`config.mk`:
```
export PLATFORM = sky130hd
export DESIGN_NAME = m_axis_mem
export DESIGN_NICKNAME = d
export VERILOG_FILES = /design/src/rtl/axis_mem_pkg.sv /design/src/rtl/axis_mem_prefetch_buf.sv /design/src/rtl/m_axis_mem.sv
export SDC_FILE = /design/constraint.sdc
export NUM_CORES = 1
export LEC_CHECK = 0
export CAP_MARGIN = 20
export CELL_PAD_IN_SITES_DETAIL_PLACEMENT = 0
export CELL_PAD_IN_SITES_GLOBAL_PLACEMENT = 2
export CORE_MARGIN = 3
export CORE_UTILIZATION = 35
export CTS_CLUSTER_SIZE = 24
export DETAILED_ROUTE_END_ITERATION = 10
export MAX_ROUTING_LAYER = met4
export PLACE_DENSITY_LB_ADDON = 0.1
export SETUP_SLACK_MARGIN = 0.2
export SLEW_MARGIN = 20
export SYNTH_ARGS = -nofsm -noshare
export SYNTH_HDL_FRONTEND = slang
export SYNTH_SLANG_ARGS = --single-unit
```
`constraint.sdc`:
```
create_clock -name m_axis_aclk -period 6 [get_ports m_axis_aclk]
set_input_delay 1.8 -clock m_axis_aclk [delete_from_list [all_inputs] [get_ports m_axis_aclk]]
set_output_delay 1.8 -clock m_axis_aclk [all_outputs]
set_load 0.05 [all_outputs]
```
`src/rtl/axis_mem_pkg.sv`:
```
// Shared types for the memory/AXI4-Stream transmit and receive blocks.
// M_AXIS_MEM_STRB_EN adds a per-beat byte-strobe field to the beat struct.
package axis_mem_pkg;

  localparam int AXIS_DATA_WIDTH = 32;
  localparam int AXIS_ADDR_WIDTH = 5;
  localparam int AXIS_STRB_WIDTH = AXIS_DATA_WIDTH / 8;
  localparam int BUF_DEPTH       = 2;

  typedef enum logic [1:0] {
    ST_IDLE,
    ST_RUN,
    ST_DONE
  } tx_state_t;

  typedef struct packed {
    logic [AXIS_DATA_WIDTH-1:0] data;
`ifdef M_AXIS_MEM_STRB_EN
    logic [AXIS_STRB_WIDTH-1:0] strb;
`endif
    logic                       last;
  } beat_t;

endpackage

```
`src/rtl/axis_mem_prefetch_buf.sv`:
```
// Two-entry FIFO of stream beats that absorbs read data while the
// downstream sink stalls. Never pushed when full (the caller's credit prevents it).
module axis_mem_prefetch_buf
  import axis_mem_pkg::*;
(
  input  logic       clk,
  input  logic       rst_n,
  input  logic       push,
  input  beat_t      push_beat,
  input  logic       pop,
  output beat_t      head,
  output logic       empty,
  output logic [1:0] occupancy
);

  beat_t      entries [BUF_DEPTH];
  logic       wr_ptr;
  logic       rd_ptr;
  logic [1:0] count;

  assign head      = entries[rd_ptr];
  assign empty     = (count == 2'd0);
  assign occupancy = count;

  always_ff @(posedge clk or negedge rst_n) begin
    if (!rst_n) begin
      for (int i = 0; i < BUF_DEPTH; i++) begin
        entries[i] <= '0;
      end
      wr_ptr <= 1'b0;
      rd_ptr <= 1'b0;
      count  <= 2'd0;
    end else begin
      if (push) begin
        entries[wr_ptr] <= push_beat;
        wr_ptr          <= ~wr_ptr;
      end
      if (pop) begin
        rd_ptr <= ~rd_ptr;
      end
      count <= count + 2'(push) - 2'(pop);
    end
  end

endmodule

```
`src/rtl/m_axis_mem.sv`:
```
// Memory-to-AXI4-Stream transmitter: streams tx_len+1 words from tx_base as one packet.
// Build option M_AXIS_MEM_STRB_EN carries mem_read_be through to m_axis_tstrb.
module m_axis_mem
  import axis_mem_pkg::*;
#(
  parameter int DATA_WIDTH = AXIS_DATA_WIDTH,
  parameter int ADDR_WIDTH = AXIS_ADDR_WIDTH
) (
  input  logic                    m_axis_aclk,
  input  logic                    m_axis_aresetn,
  input  logic                    tx_start,
  input  logic [ADDR_WIDTH-1:0]   tx_base,
  input  logic [ADDR_WIDTH-1:0]   tx_len,
  output logic                    tx_busy,
  output logic                    tx_done,
  output logic                    mem_read_en,
  output logic [ADDR_WIDTH-1:0]   mem_read_address,
  input  logic [DATA_WIDTH-1:0]   mem_read_data,
  input  logic [DATA_WIDTH/8-1:0] mem_read_be,
  output logic                    m_axis_tvalid,
  output logic [DATA_WIDTH-1:0]   m_axis_tdata,
  output logic [DATA_WIDTH/8-1:0] m_axis_tstrb,
  output logic                    m_axis_tlast,
  input  logic                    m_axis_tready
);

  localparam int STRB_WIDTH = DATA_WIDTH / 8;

  tx_state_t             state;
  tx_state_t             next_state;
  logic [ADDR_WIDTH-1:0] rd_addr;
  logic [ADDR_WIDTH:0]   reads_left;
  logic                  in_flight;
  logic                  in_flight_last;
  beat_t                 push_beat;
  beat_t                 buf_head;
  beat_t                 head;
  logic                  buf_empty;
  logic                  buf_push;
  logic                  buf_pop;
  logic                  beat_pop;
  logic [1:0]            occupancy;
  logic [2:0]            held_after_pop;

  assign push_beat.data = mem_read_data;
  assign push_beat.last = in_flight_last;
`ifdef M_AXIS_MEM_STRB_EN
  assign push_beat.strb = mem_read_be;
`endif

  // Read data arriving into an empty buffer is presented directly so the
  // first beat appears the cycle after its read, not two cycles later.
  assign m_axis_tvalid = !buf_empty || in_flight;
  assign head          = (buf_empty && in_flight) ? push_beat : buf_head;
  assign beat_pop      = m_axis_tvalid && m_axis_tready;
  assign buf_pop       = beat_pop && !buf_empty;
  assign buf_push      = in_flight && !(buf_empty && beat_pop);

  assign held_after_pop = 3'(occupancy) + 3'(in_flight) - 3'(beat_pop);
  assign mem_read_en    = (state == ST_RUN) && (reads_left != '0)
                          && (held_after_pop < 3'(BUF_DEPTH));

  assign mem_read_address = rd_addr;
  assign m_axis_tdata     = head.data;
  assign m_axis_tlast     = m_axis_tvalid && head.last;
  assign tx_busy          = (state == ST_RUN);
  assign tx_done          = (state == ST_DONE);

`ifdef M_AXIS_MEM_STRB_EN
  assign m_axis_tstrb = head.strb;
`else
  logic unused_be;
  assign unused_be    = ^mem_read_be;
  assign m_axis_tstrb = {STRB_WIDTH{m_axis_tvalid}};
`endif

  axis_mem_prefetch_buf u_buf (
    .clk       (m_axis_aclk),
    .rst_n     (m_axis_aresetn),
    .push      (buf_push),
    .push_beat (push_beat),
    .pop       (buf_pop),
    .head      (buf_head),
    .empty     (buf_empty),
    .occupancy (occupancy)
  );

  always_ff @(posedge m_axis_aclk or negedge m_axis_aresetn) begin
    if (!m_axis_aresetn) begin
      state          <= ST_IDLE;
      rd_addr        <= '0;
      reads_left     <= '0;
      in_flight      <= 1'b0;
      in_flight_last <= 1'b0;
    end else begin
      state          <= next_state;
      in_flight      <= mem_read_en;
      in_flight_last <= mem_read_en && (reads_left == (ADDR_WIDTH+1)'(1));
      if (state == ST_IDLE && tx_start) begin
        rd_addr    <= tx_base;
        reads_left <= (ADDR_WIDTH+1)'(tx_len) + (ADDR_WIDTH+1)'(1);
      end else if (mem_read_en) begin
        rd_addr    <= rd_addr + ADDR_WIDTH'(1);
        reads_left <= reads_left - (ADDR_WIDTH+1)'(1);
      end
    end
  end

  always_comb begin
    next_state = state;
    case (state)
      ST_IDLE: if (tx_start) next_state = ST_RUN;
      ST_RUN:  if (beat_pop && head.last) next_state = ST_DONE;
      ST_DONE: next_state = ST_IDLE;
      default: next_state = ST_IDLE;
    endcase
  end

endmodule

```
==> metrics.csv <==
stage,metric,value,unit
grt,antenna_found_initial,0,
sta,min_period,5620,ps
synthesis,syn-cell-area,0.00428,sq mm
place,hpwl,6.08,mm
clock_network,cts.sinks,85,
synthesis,synth_compound_area_share,6.93,%
clock_network,postCtsResizedCells,0,
synthesis,synth-xor-area-share,2.66,%
setup_path,cp-start-kind,input port,
final_layout,fill_cells,1102,
synthesis,yosys-top-cells-area,"dfrtp_1 50%, mux2_2 17%, mux2i_1 8.4%",
grt,grt_pass1_vias,3083,
sta,tns,0,ps
synthesis,synth_common_cells,"85 x dfrtp_1, 66 x mux2_2, 46 x nand2_1",
die,placement_rows,39,
final_layout,fin_nets,512,
place,globalplace.congestion,0.741,
die,io_pins,96,
route,routedWlPerCell,15.4,um
synthesis,yosysSeqAreaShare,49.7,%
route,vias,3006,
sta,slew_headroom,37.1,%
synthesis,syn_nets,428,
synthesis,yosys_warnings,0,
synthesis,synth.most_common_cell,dfrtp_1,
clock_network,clock_path_buffers,2,
grt,grt.total_usage,14.9,%
clock_network,post_cts.repair.setup_buffers,0,
setup_path,end_kind,output pin,
clock_network,cts_made_buffers,9,
route,ant_nets,0,
route,remaining_drc_errors,0,
sta,worst_pin_slew,940,ps
final_layout,n_antenna_cell,0,
run_status,status,finished clean,
route,firstDrtPassIters,4,
route,drt-initial-drc-count,107,
setup_path,crit_arrival,3820,ps
synthesis,yosysTopAreaCell,dfrtp_1,
final_layout,drive_gt1_share,20.7,%
synthesis,synth_area_per_cell,11.6,sq um
sta,slew_violations,0,
clock_network,htree_levels,3,
route,via_per_inst,4.99,
min_path,hold_path.class,flop to flop,
final_layout,ff_latch_area,0.00213,sq mm
setup_path,cp_data_required_time,4200,ps
die,fp.dieW,117,um
synthesis,synth_edf_count,0,
setup_path,crit_fanout,6,
sta,hold_violations,0,
final_layout,multi_input_area,0.00201,sq mm
synthesis,synthMuxAreaShare,25.8,%
synthesis,synth_cell_types,37,
die,start_util,36.7,%
synthesis,synthSimpleGateAreaFrac,8.60,%
sta,max_freq,178,MHz
place,place_ws,378,ps
run,cap_viol_max_count,0,
die,dieHeight,117,um
sta,period_share,93.6,%
clock_network,clkLatencyLatePin,330,ps
synthesis,ys_ff_latch,85,
die,core_area,0.0117,sq mm
synthesis,synth_fa_ha_area_share,2.52,%
sta,clock_skew,5.95,ps
die,dieArea,0.0136,sq mm
clock_network,cts-root-buf,clkbuf_16,
grt,grt_overflow,0,
synthesis,ys_async_sr_fraction,100,%
clock_network,holdBufCountCts,0,
sta,rsz0062_at_grt,false,
synthesis,postSynthCellCount,370,
setup_path,crit_type,input port to output pin,
grt,grt_pass1_wl,15.3,mm
synthesis,synth_ff_type,dfrtp_1,
sta,setup_ws,381,ps
grt,grt_max_degree,47,
synthesis,synth_top_area_share,49.7,%
sta,final-setup-viol-count,0,
clock_network,clk_pin_slew,60,ps
synthesis,synth_top_family_by_area,multiplexers,
final_layout,area_delta_synth_final,32.2,%
route,routed_wl,9.27,mm
place,placement.io_buffers,91,
clock_network,cts_tree,done,
-- per-layer routing --
| layer | share of wire (%) | track usage [%] | vias to the layer above | wire length, um |
|---|---|---|---|---|
| li1 | - | - | 1461 | - |
| met1 | 47 | 19.4 | 1465 | 4390 |
| met2 | 46 | 23.6 | 71 | 4300 |
| met3 | 4.9 | 3.47 | 9 | 456 |
| met4 | 1.3 | 4.13 | 0 | 116 |
| met5 | 0 | - | - | 0 |
-- per-stage QoR --
step,hold slack (ps),cell area [sq um],utilization (%),cells
2_1_floorplan,463,4280,-,370
4_1_cts,508,5630,48.2,601
5_1_grt,511,5650,48.5,602
3_5_place_dp,494,5300,45.4,585
6_report,503,5650,48.5,602
3_3_place_gp,487,5300,45.4,585
-- state kept, by name, summed over array words and instances, names as in the netlist --
| register | flops |
|---|---|
| u_buf.rd_ptr | 1 |
| reads_left | 6 |
| u_buf.occupancy | 2 |
| in_flight_last | 1 |
| u_buf.entries | 66 |
| in_flight | 1 |
| u_buf.wr_ptr | 1 |
| state | 2 |
| mem_read_address | 5 |
-- worst paths after layout --
kind / start / endpoint / slack [ps] / depth (start not counted)
worst max-delay path: m_axis_tready / mem_read_en / 380 / 8
worst max register to register: u_buf.occupancy[1] / reads_left[5] / 2950 / 8
max in group asynchronous: m_axis_aresetn / u_buf.rd_ptr / 3510 / 2
min in group asynchronous: m_axis_aresetn / u_buf.entries[17] / 1440 / 1
worst min register to register: u_buf.entries[61] / u_buf.entries[61] / 500 / 1
worst min-delay path: u_buf.entries[61] / u_buf.entries[61] / 500 / 1
-- cells in the final DEF, fill, tap and decap left out, types with 3 or more instances in the layout --
master            n
xor2_1            4
a2111oi_0         3
mux2i_1          36
or3_1             3
o21ai_0          37
nand3_1           8
nand2_1          45
clkdlybuf4s50_1  89
inv_1             8
xnor2_1           9
and3_1            4
ha_1              7
clkbuf_16         9
mux2_2           66
buf_4             6
nor2_1            5
dfrtp_1          84
-- cell type report --
| cell class | count | area share (%) |
|---|---|---|
| Clock inverter | 3 | 1.19 |
| Clock buffer | 13 | 4.60 |
| Inverter | 8 | 0.531 |
| Tap cell | 143 | 3.16 |
| Sequential cell | 85 | 37.6 |
| Multi-Input combinational cell | 253 | 35.5 |
| Timing Repair Buffer | 97 | 17.4 |
-- critical path: stages --
cell	delay (ps)
clkdlybuf4s50_1	560
xor2_1	160
nand2_1	80
fa_1	530
nand3b_4	110
a211o_1	300
inv_1	120
buf_12	150
-- cells by family after synthesis --
family	after synthesis
fa+ha+maj	8
simple gates	78
flops	85
buf+inv	32
compound gates	52
xor+xnor	13
mux	102
Power is left out: the tool's default activity adds up to more than one toggle a clock period on the data nets, which glitch-free logic cannot reach.
